<file path="config.mk">
export PLATFORM = sky130hd
export DESIGN_NAME = ines_loader
export DESIGN_NICKNAME = d
export VERILOG_FILES = /design/src/rtl/ines_loader.sv
export SDC_FILE = /design/constraint.sdc
export NUM_CORES = 1
export LEC_CHECK = 0
export BUFFER_PORTS_ARGS = -buffer_cell sky130_fd_sc_hd__buf_2
export CAP_MARGIN = 20
export CORE_AREA = 2 2 121 123
export CTS_CLUSTER_DIAMETER = 150
export DETAILED_ROUTE_END_ITERATION = 16
export DIE_AREA = 0 0 123 125
export SLEW_MARGIN = 0
export SYNTH_ARGS = -nofsm -noshare
export SYNTH_HDL_FRONTEND = slang
export SYNTH_SLANG_ARGS = --single-unit
</file>
<file path="constraint.sdc">
create_clock -name clock -period 2.62 [get_ports clock]
set_clock_uncertainty 0.1 [all_clocks]
set_input_delay 0.393 -clock clock [delete_from_list [all_inputs] [get_ports clock]]
set_output_delay 0.393 -clock clock [all_outputs]
set_load 0.02 [all_outputs]
</file>
<file path="src/rtl/ines_loader.sv">
`default_nettype none
// ============================================================================
//  Module   : ines_loader
//  Purpose  : Parses an iNES image from a byte stream, validates the header,
//             and writes PRG/CHR payload into cartridge memory with a
//             one-cycle write strobe. Publishes mapper and geometry fields.
//  Revision : 1.0  initial release
// ============================================================================
module ines_loader #(
  parameter logic [21:0] CHR_BASE      = 22'h200000,
  parameter int          MAX_PRG_BANKS = 32,
  parameter int          MAX_CHR_BANKS = 16
) (
  input  logic        clock,
  input  logic        reset,
  input  logic        reload,
  input  logic [7:0]  in_data,
  input  logic        in_valid,
  output logic [21:0] mem_addr,
  output logic [7:0]  mem_data,
  output logic        mem_write,
  output logic [7:0]  mapper,
  output logic [7:0]  prg_banks,
  output logic [7:0]  chr_banks,
  output logic        mirror_v,
  output logic        four_screen,
  output logic        chr_ram,
  output logic        header_valid,
  output logic        done,
  output logic        error
);

  typedef enum logic [2:0] {
    S_HEADER  = 3'd0,
    S_TRAINER = 3'd1,
    S_PRG     = 3'd2,
    S_CHR     = 3'd3,
    S_DONE    = 3'd4,
    S_ERROR   = 3'd5
  } state_t;

  localparam logic [7:0]  MAX_PRG      = MAX_PRG_BANKS[7:0];
  localparam logic [7:0]  MAX_CHR      = MAX_CHR_BANKS[7:0];
  localparam logic [21:0] TRAINER_LAST = 22'd511;

  state_t      state, state_next;
  logic [21:0] count, count_next;
  logic [21:0] mem_addr_next;
  logic [7:0]  mem_data_next;
  logic        mem_write_next;
  logic [7:0]  mapper_next, prg_banks_next, chr_banks_next;
  logic        mirror_v_next, four_screen_next, chr_ram_next;
  logic        header_valid_next;
  logic        trainer, trainer_next;

  logic [21:0] prg_last;
  logic [21:0] chr_last;
  logic [7:0]  magic_byte;
  logic        size_bad;

  // Last byte index of each payload section; the counter stops on equality so it never wraps.
  assign prg_last = {prg_banks, 14'b0} - 22'd1;
  assign chr_last = {1'b0, chr_banks, 13'b0} - 22'd1;

  assign size_bad = (prg_banks == 8'd0) || (prg_banks > MAX_PRG) || (chr_banks > MAX_CHR);

  assign done  = (state == S_DONE);
  assign error = (state == S_ERROR);

  // Expected "NES\x1A" signature byte for the current header position.
  always_comb begin
    magic_byte = 8'h4E;
    case (count[1:0])
      2'd0:    magic_byte = 8'h4E;
      2'd1:    magic_byte = 8'h45;
      2'd2:    magic_byte = 8'h53;
      default: magic_byte = 8'h1A;
    endcase
  end

  // Next-state and next-output logic: one accepted byte per in_valid cycle.
  always_comb begin
    state_next        = state;
    count_next        = count;
    mem_addr_next     = mem_addr;
    mem_data_next     = mem_data;
    mem_write_next    = 1'b0;
    mapper_next       = mapper;
    prg_banks_next    = prg_banks;
    chr_banks_next    = chr_banks;
    mirror_v_next     = mirror_v;
    four_screen_next  = four_screen;
    chr_ram_next      = chr_ram;
    header_valid_next = header_valid;
    trainer_next      = trainer;

    if (in_valid) begin
      case (state)
        S_HEADER: begin
          count_next = count + 22'd1;
          case (count[3:0])
            4'd0, 4'd1, 4'd2, 4'd3: begin
              if (in_data != magic_byte) state_next = S_ERROR;
            end
            4'd4: prg_banks_next = in_data;
            4'd5: begin
              chr_banks_next = in_data;
              chr_ram_next   = (in_data == 8'd0);
            end
            4'd6: begin
              mirror_v_next    = in_data[0];
              trainer_next     = in_data[2];
              four_screen_next = in_data[3];
              mapper_next      = {mapper[7:4], in_data[7:4]};
            end
            4'd7: mapper_next = {in_data[7:4], mapper[3:0]};
            4'd15: begin
              count_next = '0;
              if (size_bad) begin
                state_next = S_ERROR;
              end else begin
                header_valid_next = 1'b1;
                state_next        = trainer ? S_TRAINER : S_PRG;
              end
            end
            default: ;
          endcase
        end
        S_TRAINER: begin
          if (count == TRAINER_LAST) begin
            count_next = '0;
            state_next = S_PRG;
          end else begin
            count_next = count + 22'd1;
          end
        end
        S_PRG: begin
          mem_write_next = 1'b1;
          mem_addr_next  = count;
          mem_data_next  = in_data;
          if (count == prg_last) begin
            count_next = '0;
            state_next = (chr_banks != 8'd0) ? S_CHR : S_DONE;
          end else begin
            count_next = count + 22'd1;
          end
        end
        S_CHR: begin
          mem_write_next = 1'b1;
          mem_addr_next  = CHR_BASE + count;
          mem_data_next  = in_data;
          if (count == chr_last) begin
            count_next = '0;
            state_next = S_DONE;
          end else begin
            count_next = count + 22'd1;
          end
        end
        default: ;
      endcase
    end
  end

  // State and output registers; reset or reload abort everything, dropping any same-cycle byte.
  always_ff @(posedge clock) begin
    if (reset || reload) begin
      state        <= S_HEADER;
      count        <= '0;
      mem_addr     <= '0;
      mem_data     <= '0;
      mem_write    <= 1'b0;
      mapper       <= '0;
      prg_banks    <= '0;
      chr_banks    <= '0;
      mirror_v     <= 1'b0;
      four_screen  <= 1'b0;
      chr_ram      <= 1'b0;
      header_valid <= 1'b0;
      trainer      <= 1'b0;
    end else begin
      state        <= state_next;
      count        <= count_next;
      mem_addr     <= mem_addr_next;
      mem_data     <= mem_data_next;
      mem_write    <= mem_write_next;
      mapper       <= mapper_next;
      prg_banks    <= prg_banks_next;
      chr_banks    <= chr_banks_next;
      mirror_v     <= mirror_v_next;
      four_screen  <= four_screen_next;
      chr_ram      <= chr_ram_next;
      header_valid <= header_valid_next;
      trainer      <= trainer_next;
    end
  end

endmodule
`default_nettype wire

</file>
; ---- Word-level counts from Yosys, hierarchy flattened
; Index checks and enable logic that the tools add are counted.
[op_classes]
addsub = 4
reduce_logical = 24
magnitude_cmp = 2
n_eq_ne = 24
mux = 18
n_bitwise = 4
[ops]
columns = cell, count
row1 = $mux 22, 4
row2 = $pmux 22 s4, 1
row3 = $eq 22x22->1, 2
row4 = $pmux 22 s2, 1
row5 = $add 22x1->22 const B, 1
row6 = $add 22x22->22 const A, 1
row7 = $eq 22x9->1 const B, 1
row8 = $sub 21x1->22 const B, 1
row9 = $sub 22x1->22 const B, 1
row10 = $pmux 7 s3, 1
row11 = $mux 3, 6
row12 = $eq 4x3->1 const B, 4
row13 = $logic_not 8->1, 2
row14 = $pmux 8 s2, 1
row15 = $pmux 3 s4, 1
row16 = $reduce_and 4->1, 3
row17 = $reduce_and 3->1, 3
row18 = $eq 4x2->1 const B, 2
row19 = $gt 8x5->1 const B, 1
row20 = $gt 8x6->1 const B, 1
row21 = $ne 8x8->1, 1
row22 = $reduce_bool 8->1, 1
row23 = $reduce_and 7->1, 1
row24 = $eq 3x2->1 const B, 2
row25 = 22 further kinds, 33
[totals]
reg_bits = 85
input_bits = 12
elab_cells = 90
out_inout_bits = 61

; ---- Longest topological paths before layout
[logic_depth]
ltp_word = 6
depth_mapped = 12
depth_no_buf = 10

; ---- Worst setup path after synthesis
; OpenSTA, ideal clock, no wires.
[synth_timing]
path_type = reg-to-reg
from = register prg_banks[0]
to = register count[16]
path_buffers = 1
period_less_slack_ps = 2591
arrival_ps = 2354
stages_incl_launch_ff = 12
setup_time_ps = 136
required_time_ps = 2384
setup_slack_ps = 29
path_cell_list = dfxtp_1 -> inv_1 -> ha_1 -> xnor2_1 -> nor3_1 -> o211ai_1 -> o211a_2 -> a211oi_4 -> a21oi_1 -> buf_2 -> a21oi_1 -> a31oi_1
[synth_via]
elab_chain_cells = 4
[synth_lines]
columns = item, line_no
row1 = "start, declared", 23  ; output logic [7:0] prg_banks,
row2 = "start signal, assigned", 187  ; prg_banks <= prg_banks_next;
row3 = $sub 22x1->22, 62  ; assign prg_last = {prg_banks, 14'b0} - 22'd1;
row4 = $eq 22x22->1, 141  ; if (count == prg_last) begin
row5 = $mux 22, 141
row6 = $pmux 22 s4, 98  ; case (state)
row7 = "end signal, assigned", 182  ; count <= count_next;
row8 = "end, declared", 47  ; logic [21:0] count, count_next;
; No other way between the ends.
; A chain may end at the register's enable or synchronous reset.

; ---- Worst setup path after layout
[layout_timing]
from = register chr_banks[3]
to = register count[4]
[layout_via]
elab_chain_cells = 4
[layout_lines]
columns = item, line_no
row1 = "start, declared", 24  ; output logic [7:0] chr_banks,
row2 = "start signal, assigned", 188  ; chr_banks <= chr_banks_next;
row3 = $sub 21x1->22, 63  ; assign chr_last = {1'b0, chr_banks, 13'b0} - 22'd1;
row4 = $eq 22x22->1, 152  ; if (count == chr_last) begin
row5 = $mux 22, 152
row6 = $pmux 22 s4, 98
; No other way between the ends.

==> results.ini <==
[worst_setup_path]
crit_path_start_kind=flop
cp.buffers_inverters=1
cp.depth=8
critPathCaptureType=flop
crit_chain=or4_4 > nor3_1 > o311ai_4 > a211oi_4 > buf_6 > nand2b_2 > a221oi_2 > a211oi_1
worstPathArrival_ns=2.66
crit_required_ns=2.73
worstPathMaxFanout=5
timing.rr.start=chr_banks[3]
slowest_stage=or4_4
endpoint=count[4]
critPathMaxStageDelay_ns=0.58
reg2reg_slack_ns=0.06
crit_type=reg -> reg
worst_path_dominant_cell_family=simple AND/OR/NAND/NOR gates
rr_worst_depth=8
r2r-end=count[4]
crit_start=chr_banks[3]

[final_layout]
n_antenna_cell=0
n_fill_cell=1485
final_common_cell=nand2_1
area_delta_synth_final_pct=28.2
layout.area.seq_um2=1710
final_cell_mix=nand2_1, dfxtp_1, buf_2
multi_input_area_um2=2590
layout.nets=694
final_cell_area_um2=5670
drive_gt1_share_pct=26.0

[clocking]
postCtsHoldBufs=0
h-tree-depth=3
numCtsBuffers=9
clk_pin_slew_ns=0.06
insertion_delay_ns=0.35
cts.sinks=85
root_buffer=clkbuf_16
clk_path_buf_depth=2
cts_tree=done

[route]
wl_per_cell_um=15.7
ant_nets=0
drtPass1Iterations=5
vias_per_cell=5.17
drc_errors=0
drt-total-wl_um=13600
drt_iter0_drc=265
num_vias=4454

[timing]
final-hold-violation-count=0
setup_violations=0
holdWs_ns=0.262
grt_setup_unrepaired=yes
min_period_ns=2.56
timing.final.crit_share_pct=97.5
drv_slew=0
max-slew-margin-rel_pct=31.4
tightestPinTransition_ns=1.03
timing.fmax_ghz=0.391

[synth]
synthXorXnorAreaFrac_pct=4.95
synthArstFlopShare_pct=0
synth_ff_type=dfxtp_1
synthAdderAreaFrac_pct=2.55
synth_nets=601
yosysSeqAreaShare_pct=38.5
synth-seq-cells=85
syn-cell-area_um2=4420
synth_edf_count=0
synth_top_family_by_area=simple AND/OR/NAND/NOR gates
avgSynthCellArea_um2=7.62
yosys.area_share.simple_pct=29.2
synth_compound_area_share_pct=17.3
muxShareOfSynthArea_pct=2.26
ys_warn_count=0
synth.distinct_cells=58
synth_cells=580

[die]
initial_core_util_pct=31.1
core_area_um2=14200
die_h_um=125
num_rows=44
die_w_um=123
die-area_um2=15400
io_pins=73

[place]
dpl_cell_area_um2=5220
gp_congestion=0.905
hpwl_um=9960
portBuffers=72

[status]
status=completed

[power_and_ir_drop]
power.share.combinational_pct=6.6
seq_power_share_pct=45.5
clkPwrFrac_pct=47.9
power_uw=2870
leakage_uw=0.00230
irDropWorstVdd_mv=0.289
p_per_area_nw_per_um2=507
p_sw_uw=674
netSwitchingFraction_pct=23.4
p_int_uw=2200

[global_routing]
antenna_found_initial=0
grt_max_degree=65
overflow=0
grt_pass1_vias=4378
grt_first_pass_wirelength_um=21800
grtUsageTotal_pct=17.9

[job]
max_cap_violations=0

[min_path]
hold_path_class=in -> reg

==> timing repair <==
item | in CTS | in global routing
cloned | 0 | 0
setup buffers | 1 | 2
setup endpoints to repair | 6 | 22
resized for setup | 2 | 23
pin swaps | 2 | 5
==> worst min path at each step <==
stage / start / end / cells past startpoint
5_1_grt: in_data[1] / prg_banks[1] / 3
4_1_cts: in_data[0] / mem_data[0] / 3
6_report: in_data[7] / mem_data[7] / 3
2_1_floorplan: trainer / trainer / 2
3_3_place_gp: mem_addr[16] / mem_addr[16] / 2
3_5_place_dp: mem_addr[17] / mem_addr[17] / 2
==> registers in the layout, indices dropped and copies added (netlist names) <==
signal	flops
count	22
mem_addr	22
chr_banks	8
mapper	8
mem_data	8
prg_banks	8
state	3
chr_ram	1
four_screen	1
header_valid	1
mem_write	1
mirror_v	1
trainer	1
==> worst register-to-register path: cells and delay by family, from the launching register on <==
family	cells	cell delay, ns
buffers and inverters	1	0.16
AND/OR/NAND/NOR	3	1.04
AO/OA/AOI/OAI	4	0.78
flip-flops	1	0.35
==> synth_stat cells, drive strengths merged (2+ instances only) <==
master / number / area (um2)
nand3b: 3 / 22.5
xor2: 8 / 70.1
a311oi: 2 / 17.5
or4: 2 / 18.8
nand2b: 6 / 40.0
and4: 2 / 17.5
a21o: 9 / 67.6
and2: 3 / 18.8
a21boi: 2 / 15.0
clkbuf: 33 / 124
o211a: 2 / 20.0
o2111ai: 2 / 17.5
o311ai: 2 / 25.0
nor3: 13 / 70.1
a31oi: 7 / 43.8
or3: 2 / 12.5
inv: 15 / 56.3
mux2i: 10 / 100
a211oi: 4 / 42.5
o21ai: 16 / 80.1
nand3: 45 / 225
a21oi: 65 / 337
nor3b: 4 / 35.0
nor4: 9 / 62.6
nor2b: 4 / 25.0
ha: 9 / 113
and3: 5 / 31.3
dfxtp: 85 / 1700
or2: 5 / 31.3
and3b: 3 / 26.3
nor2: 41 / 156
buf: 9 / 51.3
a22oi: 3 / 37.5
xnor2: 17 / 149
nand2: 119 / 447
nand4: 5 / 31.3
==> metrics by stage <==
step / cells / utilization, % / setup TNS (ns) / worst slack [ns]
after floorplan: 580 / - / 0 / 0.0293
after CTS: 860 / 39.1 / 0 / 0.0201
after detailed placement: 843 / 36.8 / -0.156 / -0.138
after global routing: 862 / 39.9 / -0.0551 / -0.0329
after global placement: 843 / 36.8 / 0 / 0.000724
final: 862 / 39.9 / 0 / 0.0646
==> cell families (layout without fill, tap and decap cells) <==
| family | count (synthesis) | count (layout) |
|---|---|---|
| simple gates | 273 | 273 |
| compound gates | 121 | 121 |
| flops | 85 | 85 |
| buf+inv | 57 | 155 |
| xor+xnor | 25 | 25 |
| mux | 10 | 10 |
| fa+ha+maj | 9 | 9 |
==> power groups by stage <==
stage               registers (uW)  logic [uW]  clock network [uW]
floorplan                     1330         109                   0
global placement              1330         173                   0
detailed placement            1330         176                   0
CTS                           1310         178                1410
global route                  1310         207                1450
finish                        1310         190                1380
==> metal layers <==
layer	up-vias	track usage [%]	routed length, um
met5	-	0	0
met1	2106	23.7	6160
met4	0	7.89	367
li1	2179	-	-
met3	32	3.97	718
met2	137	27.9	6330
==> final cells by class <==
type                       instances  share of cell area [%]
multi-input combinational        438                    45.7
tap                              184                    4.06
inverter                          15                   0.993
sequential                        85                    30.1
clock inverter                     6                    1.52
timing repair buffer             124                    13.5
clock buffer                      10                    4.04
Power figures use the tool's default switching activity.
